### src/rtl/wb_stage.sv
// Write-back stage: commits one packet per cycle to the register file and CSRs,
// raises exceptions/ERTN, and squashes the following cycle after any flush.
module wb_stage (
  input  logic         clk,
  input  logic         rst,
  input  logic         MEM_to_WB,
  input  logic [102:0] MEM_to_WB_reg,
  input  logic [118:0] MEM_except_reg,
  output logic         WB_allowin,
  output logic         rf_we,
  output logic [4:0]   rf_waddr,
  output logic [31:0]  rf_wdata,
  output logic         front_valid,
  output logic [4:0]   front_addr,
  output logic [31:0]  front_data,
  output logic         csr_we,
  output logic [13:0]  csr_num,
  output logic [31:0]  csr_wmask,
  output logic [31:0]  csr_wvalue,
  output logic         wb_ex,
  output logic [5:0]   wb_ecode,
  output logic [8:0]   wb_esubcode,
  output logic [31:0]  wb_pc,
  output logic [31:0]  wb_vaddr,
  output logic         ertn_flush,
  output logic         flush,
  output logic [31:0]  debug_wb_pc,
  output logic [3:0]   debug_wb_rf_we,
  output logic [4:0]   debug_wb_rf_wnum,
  output logic [31:0]  debug_wb_rf_wdata
);

  localparam logic [0:0] RUN    = 1'b0;
  localparam logic [0:0] SQUASH = 1'b1;

  logic [0:0]  state;
  logic        wb_valid;
  logic [31:0] pc_p0;
  logic        gr_we_p0;
  logic [4:0]  waddr_p0;
  logic [31:0] wdata_p0;
  logic [31:0] csr_wvalue_p0;
  logic [31:0] csr_wmask_p0;
  logic [13:0] csr_num_p0;
  logic        csr_we_p0;
  logic        intr_p0, ertn_p0, brk_p0, sys_p0, ine_p0, adef_p0, ale_p0;
  logic [31:0] bad_addr_p0;
  logic        accept;
  logic        exc;
  logic        unused_fields;

  // IR and csr_re are carried by the packet but not needed at commit.
  assign unused_fields = ^{MEM_to_WB_reg[69:38], MEM_except_reg[40]};

  // A packet arriving in the commit cycle of a flushing instruction is dropped.
  assign accept = MEM_to_WB & (state == RUN) & ~flush;

  // ---- stage p0: accepted packet ----
  always_ff @(posedge clk) begin
    if (rst) begin
      state         <= RUN;
      wb_valid      <= 1'b0;
      pc_p0         <= '0;
      gr_we_p0      <= 1'b0;
      waddr_p0      <= '0;
      wdata_p0      <= '0;
      csr_wvalue_p0 <= '0;
      csr_wmask_p0  <= '0;
      csr_num_p0    <= '0;
      csr_we_p0     <= 1'b0;
      intr_p0       <= 1'b0;
      ertn_p0       <= 1'b0;
      brk_p0        <= 1'b0;
      sys_p0        <= 1'b0;
      ine_p0        <= 1'b0;
      adef_p0       <= 1'b0;
      ale_p0        <= 1'b0;
      bad_addr_p0   <= '0;
    end else begin
      case (state)
        RUN:     state <= flush ? SQUASH : RUN;
        default: state <= RUN;
      endcase
      wb_valid <= accept & MEM_to_WB_reg[102];
      if (accept) begin
        pc_p0         <= MEM_to_WB_reg[101:70];
        gr_we_p0      <= MEM_to_WB_reg[37];
        waddr_p0      <= MEM_to_WB_reg[36:32];
        wdata_p0      <= MEM_to_WB_reg[31:0];
        csr_wvalue_p0 <= MEM_except_reg[118:87];
        csr_wmask_p0  <= MEM_except_reg[86:55];
        csr_num_p0    <= MEM_except_reg[54:41];
        csr_we_p0     <= MEM_except_reg[39];
        intr_p0       <= MEM_except_reg[38];
        ertn_p0       <= MEM_except_reg[37];
        brk_p0        <= MEM_except_reg[36];
        sys_p0        <= MEM_except_reg[35];
        ine_p0        <= MEM_except_reg[34];
        adef_p0       <= MEM_except_reg[33];
        ale_p0        <= MEM_except_reg[32];
        bad_addr_p0   <= MEM_except_reg[31:0];
      end
    end
  end

  assign exc = wb_valid & (intr_p0 | adef_p0 | ine_p0 | sys_p0 | brk_p0 | ale_p0);

  // Priority chain: the winning cause also selects the BADV source.
  always_comb begin
    wb_ecode = 6'h00;
    wb_vaddr = 32'h0;
    if (exc) begin
      if (intr_p0) begin
        wb_ecode = 6'h00;
      end else if (adef_p0) begin
        wb_ecode = 6'h08;
        wb_vaddr = pc_p0;
      end else if (ine_p0) begin
        wb_ecode = 6'h0D;
      end else if (sys_p0) begin
        wb_ecode = 6'h0B;
      end else if (brk_p0) begin
        wb_ecode = 6'h0C;
      end else begin
        wb_ecode = 6'h09;
        wb_vaddr = bad_addr_p0;
      end
    end
  end

  assign WB_allowin  = (state == RUN);
  assign wb_ex       = exc;
  assign wb_esubcode = 9'h000;
  assign wb_pc       = pc_p0;
  assign ertn_flush  = wb_valid & ertn_p0 & ~exc;
  assign flush       = wb_ex | ertn_flush;

  assign rf_we    = wb_valid & gr_we_p0 & ~exc & (waddr_p0 != 5'd0);
  assign rf_waddr = waddr_p0;
  assign rf_wdata = wdata_p0;

  assign csr_we     = wb_valid & csr_we_p0 & ~exc;
  assign csr_num    = csr_num_p0;
  assign csr_wmask  = csr_wmask_p0;
  assign csr_wvalue = csr_wvalue_p0;

  assign front_valid = rf_we;
  assign front_addr  = waddr_p0;
  assign front_data  = wdata_p0;

  assign debug_wb_pc       = pc_p0;
  assign debug_wb_rf_we    = {4{rf_we}};
  assign debug_wb_rf_wnum  = waddr_p0;
  assign debug_wb_rf_wdata = wdata_p0;

endmodule

### config.mk
export PLATFORM = sky130hd
export DESIGN_NAME = wb_stage
export DESIGN_NICKNAME = d
export VERILOG_FILES = /design/src/rtl/wb_stage.sv
export SDC_FILE = /design/constraint.sdc
export NUM_CORES = 1
export LEC_CHECK = 0
export ABC_AREA = 1
export BUFFER_PORTS_ARGS = -buffer_cell sky130_fd_sc_hd__buf_2
export CAP_MARGIN = 0
export CORE_AREA = 2 2 210 212
export CTS_CLUSTER_DIAMETER = 40
export CTS_CLUSTER_SIZE = 12
export DETAILED_ROUTE_END_ITERATION = 10
export DIE_AREA = 0 0 212 214
export GPL_TIMING_DRIVEN = 0
export SYNTH_ARGS = -nofsm -noshare
export SYNTH_HDL_FRONTEND = slang
export SYNTH_SLANG_ARGS = --single-unit
### constraint.sdc
create_clock -name clk -period 3.43 [get_ports clk]
set_input_delay 1.029 -clock clk [delete_from_list [all_inputs] [get_ports clk]]
set_output_delay 1.029 -clock clk [all_outputs]
set_load 0.1 [all_outputs]
==> results of run 1 <==
synthesized netlist by cell type, drive strengths merged:
library cell / count / area (sq um)
nand2: 414 / 1560
nand3: 35 / 193
dfxtp: 190 / 3800
o21ai: 1 / 5.00
a21oi: 34 / 170
nor4: 1 / 6.26
nor2: 196 / 762
nand4: 188 / 1180
inv: 570 / 2140
nor3: 4 / 20.0
conb: 1 / 3.75
clkbuf: 54 / 203
buf: 182 / 1230
power groups by stage:
stage / clock [mW] / sequential (mW) / combinational [mW]
floorplan: 0 / 3.70 / 1.89
CTS: 2.19 / 2.58 / 3.66
detailed placement: 0 / 2.63 / 3.61
global route: 2.23 / 2.61 / 3.86
finish: 2.10 / 2.58 / 3.65
global placement: 0 / 2.62 / 3.59
final timing paths:
path | to | cells after the start | slack, ns | from
max | rf_we | 10 | 0.06 | sys_p0
min | state | 1 | 0.50 | state
max reg2reg | csr_wmask[22] | 6 | 0.97 | wb_valid
min reg2reg | state | 1 | 0.50 | state
layer usage:
metal,routed length (microns),track usage,vias up
li1,-,-,6352
met3,3400,0.0576,57
met4,932,0.0685,8
met2,20000,0.307,408
met5,52,0,-
met1,17000,0.200,5398
timing repair:
action / in CTS / in global routing
endpoints found under the setup margin: 43 / 25
pin swaps: 2 / 1
gates cloned: 0 / 0
setup buffers: 5 / 0
hold buffers: 0 / 0
resized for setup: 78 / 12
per-stage QoR:
| step | power [mW] | instances |
|---|---|---|
| global placement | 6.21 | 2956 |
| global route | 8.69 | 2992 |
| detailed placement | 6.24 | 2956 |
| floorplan | 5.59 | 1880 |
| finish | 8.33 | 2994 |
| CTS | 8.43 | 2992 |
state kept, by name (all words and copies together) (netlist names):
signal / count
csr_wmask: 32
debug_wb_pc: 32
intr_p0: 1
brk_p0: 1
ale_p0: 1
csr_wvalue: 32
bad_addr_p0: 32
csr_num: 14
ertn_p0: 1
ine_p0: 1
state: 1
adef_p0: 1
gr_we_p0: 1
debug_wb_rf_wnum: 5
wb_valid: 1
csr_we_p0: 1
debug_wb_rf_wdata: 32
sys_p0: 1
cells by family after synthesis:
logic type             after synthesis  synth area share
buffers and inverters              806             0.317
AO/OA/AOI/OAI                       35            0.0155
other                                1          0.000333
AND/OR/NAND/NOR                    838             0.330
flip-flops                         190             0.337
cells in the final DEF, fill, tap and decap left out, types with 2 or more instances in the layout:
cell type,instances
inv_6,3
dfxtp_1,190
nand3_1,33
inv_2,11
conb_1,11
nand4_1,188
nor3_1,2
a21oi_4,29
clkbuf_1,50
clkbuf_16,17
bufinv_16,2
buf_2,471
diode_2,2
buf_8,2
nor2_1,192
clkinvlp_4,3
inv_1,557
buf_4,162
nor3_4,2
nand3_4,2
clkbuf_8,2
clkbuf_2,6
a21oi_2,4
clkinv_2,2
clkinv_4,3
nand2_1,412
buf_1,21
nor2_4,3
buf_6,10
buf_12,11
area by class of cell:
type / count / area, sq um
diodes: 2 / 5.00
plain buffers: 235 / 1500
clock buffers: 21 / 460
clock inverters: 11 / 130
fillers: 4642 / 27000
inverters: 570 / 2150
multi-input cells: 884 / 4340
flip-flops and latches: 190 / 3800
well taps: 585 / 732
repair buffers: 496 / 2730
==> metrics.yaml, run 1 <==
status: "finished clean"
vias_per_cell: 4.08
max_cap_violations: 0
p_leak_nw: 9.80
worstSetupPathType: "reg -> out"
cp_slowest_cell: "dfxtp_1"
grt_pass1_vias: 11400
setup_violations: 0
rows: 76
port_buffers: 491
maxSlewViolCount: 0
fin_skew_ns: 0.00937
clock-sinks: 190
max_freq_mhz: 297
switching_share: 0.487
switching_power_mw: 4.06
finalCriticalPeriod_ns: 3.37
post-route-period-util: 0.983
fin_setup_tns_ns: 0
dr.pass1.iters: 5
gp_congestion: 0.891
vdd_ir_drop_max_mv: 0.349
clkPwrFrac: 0.253
worst-path-buf-inv: 5
endpoint_kind: "output port"
insertion_delay_ns: 0.49
antenna_found_initial: 6
root_buffer: "clkbuf_16"
whs_ns: 0.505
die_w_microns: 212
start_kind: "flop"
synth_area_sq_um: 11300
worst_pin_slew_ns: 0.916
detail-route-antenna-nets: 0
placed_area_sq_um: 14900
hpwl_microns: 32600
detailedPlace.worstSlack_ns: -0.295
combPwrFrac: 0.438
yosys_warnings: 0
p_per_area_nw_per_um2: 526
initial_core_util: 0.263
fin_area_sq_um: 15800
wl_microns: 41400
p_int_mw: 4.27
route.detailed.drc: 0
core_sq_um: 42900
timing.slew.headroom: 0.390
syn_area_per_cell_sq_um: 6.03
final_nets: 2619
ys_types: 23
worst_slack_ns: 0.0586
seqPwrFrac: 0.310
grtUsageTotal: 0.177
h-tree-depth: 4
syn_to_final_growth_pct: 40.5
arrival_ns: 2.34
dr.first_iter.drc_count: 552
ys_seq_area_frac: 0.337
cpMostUsedCell: "buf_12"
dr_total_vias: 12200
grt_pass1_wl_microns: 61600
crit_required_ns: 2.40
critPathMaxStageDelay_ns: 0.40
finalCoreUtilization: 0.369
ys_ff_latch: 190
crit_chain: "nor2_4 -> nand3_4 -> nand2_4 -> buf_12 -> buf_12 -> nand3_1 -> a21oi_4 -> buf_12 -> buf_4 -> buf_12"
clockBufferDepth: 2
cts_tree: "built"
drive_gt1_frac: 0.311
cts_buffers: 17
syn_inst: 1870
clk_pin_slew_ns: 0.07
hold_violations: 0
dieArea_sq_um: 45400
hold_path_class: "reg -> reg"
grt_overflow: 0
ioPinCount: 536
rsz0062_at_grt: "yes"
drt-wirelength-per-cell_microns: 13.8
cp_max_fo: 19
die_h_microns: 214
grt_max_degree: 20
crit_family: "buffers and inverters"
No activity file was read; power rests on OpenSTA's default activity.
==> run 2: changes to the inputs <==
--- a/config.mk
+++ b/config.mk
@@ -5,14 +5,13 @@
 export SDC_FILE = /design/constraint.sdc
 export NUM_CORES = 1
 export LEC_CHECK = 0
-export ABC_AREA = 1
 export BUFFER_PORTS_ARGS = -buffer_cell sky130_fd_sc_hd__buf_2
 export CAP_MARGIN = 0
-export CORE_AREA = 2 2 210 212
+export CORE_AREA = 2 2 208 210
 export CTS_CLUSTER_DIAMETER = 40
 export CTS_CLUSTER_SIZE = 12
 export DETAILED_ROUTE_END_ITERATION = 10
-export DIE_AREA = 0 0 212 214
+export DIE_AREA = 0 0 210 212
 export GPL_TIMING_DRIVEN = 0
 export SYNTH_ARGS = -nofsm -noshare
 export SYNTH_HDL_FRONTEND = slang
==> metrics.yaml, run 2 <==
clockBufferDepth: 2
clock-sinks: 190
p_int_mw: 4.94
die_w_microns: 210
mostFrequentLayoutCell: "buf_2"
grtUsageTotal: 0.254
finalCriticalPeriod_ns: 3.41
fin_skew_ns: 0.0139
cts_buffers: 17
dr.first_iter.drc_count: 1049
cts_tree: "built"
worst_slack_ns: 0.0162
grt_max_degree: 17
maxSlewViolCount: 0
final_nets: 2297
fill_cells: 4268
startpoint: "brk_p0"
synth_edf_count: 0
dieArea_sq_um: 44500
insertion_delay_ns: 0.47
synth_top_cell_by_area: "dfxtp_1"
hpwl_microns: 43400
final_cell_mix: "buf_2, dfxtp_1, a21oi_1, nand2_1"
max_cap_violations: 0
syn_area_per_cell_sq_um: 8.93
clk_pin_slew_ns: 0.08
setup_violations: 0
p_per_area_nw_per_um2: 548
worstHoldStart: "csr_wvalue[11]"
fin_setup_tns_ns: 0
ys_ff_latch: 190
drt-wirelength-per-cell_microns: 22.7
grt_overflow: 0
antenna_found_initial: 19
finalCoreUtilization: 0.433
cts_hold_buffers: 0
post-route-period-util: 0.995
dp_cells: 2589
synth_top_cell_area_share: 0.276
route.detailed.drc: 0
cp_max_fo: 6
wl_microns: 60000
multiInputGateArea_sq_um: 8090
ys_seq_area_frac: 0.276
detailedPlace.worstSlack_ns: -0.797
root_buffer: "clkbuf_16"
hold_path_class: "reg -> reg"
syn_to_final_growth_pct: 33.4
drive_gt1_frac: 0.444
initial_core_util: 0.324
gp_congestion: 0.908
port_buffers: 490
ys_top_cells_by_area: "dfxtp_1, o221ai_2, nor4bb_1, nand4_1, buf_4"
vdd_ir_drop_max_mv: 0.297
whs_ns: 0.522
p_leak_nw: 7.33
timing.slew.headroom: 0.323
dr_total_vias: 15400
combPwrFrac: 0.496
arrival_ns: 2.38
reg2reg_from: "state"
grt_pass1_vias: 14500
placed_area_sq_um: 17000
syn_inst: 1543
clkPwrFrac: 0.233
stdcell_count: 2641
core_sq_um: 42500
seqCellArea_sq_um: 3810
seqPwrFrac: 0.271
ioPinCount: 536
hold_violations: 0
start_kind: "flop"
endpoint_kind: "output port"
total_power_mw: 10.1
yosys_warnings: 0
h-tree-depth: 4
crit_required_ns: 2.40
die_h_microns: 212
synth_ff_type: "dfxtp_1"
detail-route-antenna-nets: 0
grt_pass1_wl_microns: 87900
synth_area_sq_um: 13800
worst_pin_slew_ns: 1.02
fin_area_sq_um: 18400
vias_per_cell: 5.85
yosysMostFrequentCell: "dfxtp_1"
switching_share: 0.510
ys_types: 43
status: "finished clean"
async_reset_ff_frac: 0
worstSetupPathType: "reg -> out"
synth_common_cells: "dfxtp_1, a21oi_1, nand2_1"
max_freq_mhz: 293
rrSetupSlack_ns: 0.85
rows: 76
switching_power_mw: 5.14
dr.pass1.iters: 5
[run 2: changes by cell type after synthesis, sizes merged, moves of 32 or more]
cell	previous run	this run
clkbuf	54	161
inv	570	6
nor4bb	0	181
a22oi	0	32
o221ai	0	181
a21oi	34	182
nor2	196	37
nand2	414	182
nand3	35	1
[run 2: power by group through the flow]
stage               Sequential (mW)  Combinational [mW]  Clock, mW
floorplan                      3.98                2.70          0
global placement               2.76                4.88          0
detailed placement             2.77                4.91          0
CTS                            2.72                4.96       2.38
global route                   2.76                5.19       2.47
finish                         2.73                5.00       2.35
[run 2: area by class of cell]
class | count | share of cell area
Clock inverter | 12 | 0.0112
Inverter | 6 | 0.00122
Antenna cell | 10 | 0.00136
Tap cell | 546 | 0.0371
Buffer | 333 | 0.113
Multi-Input combinational cell | 1022 | 0.440
Sequential cell | 190 | 0.207
Clock buffer | 20 | 0.0248
Timing Repair Buffer | 502 | 0.163
[run 2: cells by family (layout without fill, tap and decap cells)]
logic type,after synthesis,after routing,share of synthesized area
AOI/OAI and AO/OA,408,408,0.288
muxes,4,4,0.00291
buffers and inverters,341,873,0.149
and+or+nand+nor,599,599,0.283
other,1,21,0.000272
DFF,190,190,0.276
[run 2: path summary, 6_finish.rpt]
kind	cells after the start	endpoint
min reg2reg	2	csr_wvalue[11]
max	7	wb_vaddr[21]
max reg2reg	5	csr_wmask[5]
min	2	csr_wvalue[11]
[run 2: critical path, cell delays in order (launching register included)]
cell and delay [ns]:
dfxtp_4 0.37, or4_4 0.54, buf_8 0.16, o21bai_4 0.24
buf_12 0.21, clkbuf_16 0.17, nor2_2 0.06, buf_12 0.17
[run 2: metal layers]
metal	track usage	vias up	routed length, microns
li1	-	6989	-
met1	0.309	7593	24000
met2	0.444	735	29800
met3	0.0595	110	4510
met4	0.0812	10	1740
met5	0	-	56
[run 2: timing repair]
action                     4_1_cts  5_1_grt
gates resized for setup        111       25
setup endpoints to repair       41       37
setup buffers                    4        4
gates cloned                     0        4
pin swaps                        3        2
==> run 3: changes to the inputs <==
--- a/config.mk
+++ b/config.mk
@@ -13,6 +13,8 @@
 export DETAILED_ROUTE_END_ITERATION = 10
 export DIE_AREA = 0 0 210 212
 export GPL_TIMING_DRIVEN = 0
+export MAX_ROUTING_LAYER = met4
+export SLEW_MARGIN = 20
 export SYNTH_ARGS = -nofsm -noshare
 export SYNTH_HDL_FRONTEND = slang
 export SYNTH_SLANG_ARGS = --single-unit
==> metrics.yaml, run 3 (synthesized netlist as in run 2, its figures left out) <==
total_power_mw: 9.78
worst_pin_slew_ns: 1.08
p_leak_nw: 7.22
wl_microns: 59300
insertion_delay_ns: 0.47
cp_max_fo: 10
antenna_found_initial: 15
stdcell_count: 2639
crit_family: "buffers and inverters"
dr_total_vias: 15300
max_freq_mhz: 297
rows: 76
rsz0062_at_grt: "yes"
ioPinCount: 536
die_h_microns: 212
hold_path_class: "reg -> reg"
endpoint_kind: "output port"
worstSetupPathType: "reg -> out"
die_w_microns: 210
critPathMaxStageDelay_ns: 0.53
hold_violations: 0
fin_area_sq_um: 18200
worst_slack_ns: 0.0674
final_cell_mix: "buf_2, dfxtp_1, a21oi_1, nand2_1"
detail-route-antenna-nets: 0
crit_chain: "buf_6 -> or4_4 -> buf_8 -> o21bai_4 -> buf_12 -> buf_12 -> nor2_2 -> buf_12"
mostFrequentLayoutCell: "buf_2"
clk_pin_slew_ns: 0.08
core_sq_um: 42500
finalCriticalPeriod_ns: 3.36
fin_setup_tns_ns: 0
maxSlewViolCount: 0
detailedPlace.worstSlack_ns: -0.786
cts_tree: "built"
h-tree-depth: 4
dr.first_iter.drc_count: 1146
cp_slowest_cell: "or4_4"
vias_per_cell: 5.80
timing.slew.headroom: 0.282
start_kind: "flop"
grtUsageTotal: 0.261
status: "finished clean"
vdd_ir_drop_max_mv: 0.325
worst-path-buf-inv: 5
syn_to_final_growth_pct: 31.9
cts_hold_buffers: 0
arrival_ns: 2.33
post-route-period-util: 0.980
p_per_area_nw_per_um2: 538
gp_congestion: 0.932
root_buffer: "clkbuf_16"
whs_ns: 0.524
final_nets: 2292
max_cap_violations: 0
drive_gt1_frac: 0.440
dr.pass1.iters: 5
hpwl_microns: 43300
cts_buffers: 17
crit_required_ns: 2.40
drt-wirelength-per-cell_microns: 22.5
clock-sinks: 190
fin_skew_ns: 0.0159
grt_overflow: 0
dieArea_sq_um: 44500
dp_cells: 2589
cpMostUsedCell: "buf_12"
route.detailed.drc: 0
grt_pass1_wl_microns: 87900
grt_max_degree: 17
grt_pass1_vias: 14500
placed_area_sq_um: 17000
clockBufferDepth: 2
finalCoreUtilization: 0.428
initial_core_util: 0.324
setup_violations: 0
port_buffers: 490
==> run 3: cell count changes in the layout (fill, tap and decap cells not counted), sizes merged <==
cell and delta:
inv -1, bufinv -4, clkbuf -1, diode +3, clkinvlp +1
==> run 3: report_power, final <==
group / internal, mW / switching, mW
clock network: 1.08 / 0.988
logic: 1.15 / 3.84
registers: 2.44 / 0.290
==> run 3: repair_timing <==
item                       in CTS  in global routing
resized for setup             114                 16
setup endpoints to repair      41                 41
pin swaps                       3                  3
buffers inserted                5                  1
cloned                          0                  1
==> run 3: path summary, 6_finish.rpt <==
path	cells after the start	start	to	slack (ns)
setup reg to reg	5	state	debug_wb_pc[18]	0.78
setup / recovery	8	adef_p0	wb_vaddr[8]	0.07
hold / removal	2	csr_wmask[25]	csr_wmask[25]	0.52
hold reg to reg	2	csr_wmask[25]	csr_wmask[25]	0.52
==> run 3: worst register-to-register path: stages (launching register included) <==
cell and delay [ns]:
dfxtp_1 0.37, nor3b_1 0.54, clkbuf_1 0.86, clkbuf_1 0.50, nand4_1 0.20, o221ai_2 0.10
==> run 3: area by class of cell <==
type	instances	area, sq um
plain buffers	333	2090
repair buffers	497	2890
clock buffers	24	492
fillers	4261	24300
multi-input cells	1022	8090
flip-flops and latches	190	3800
inverters	6	22.5
well taps	546	683
diodes	13	32.5
clock inverters	8	81.3
==> run 3: per-layer routing <==
layer	share of wire	up-vias	GRT usage
li1	-	6991	-
met1	0.40	7487	0.315
met2	0.49	734	0.436
met3	0.073	91	0.0480
met4	0.029	0	0.0927
met5	0	-	-
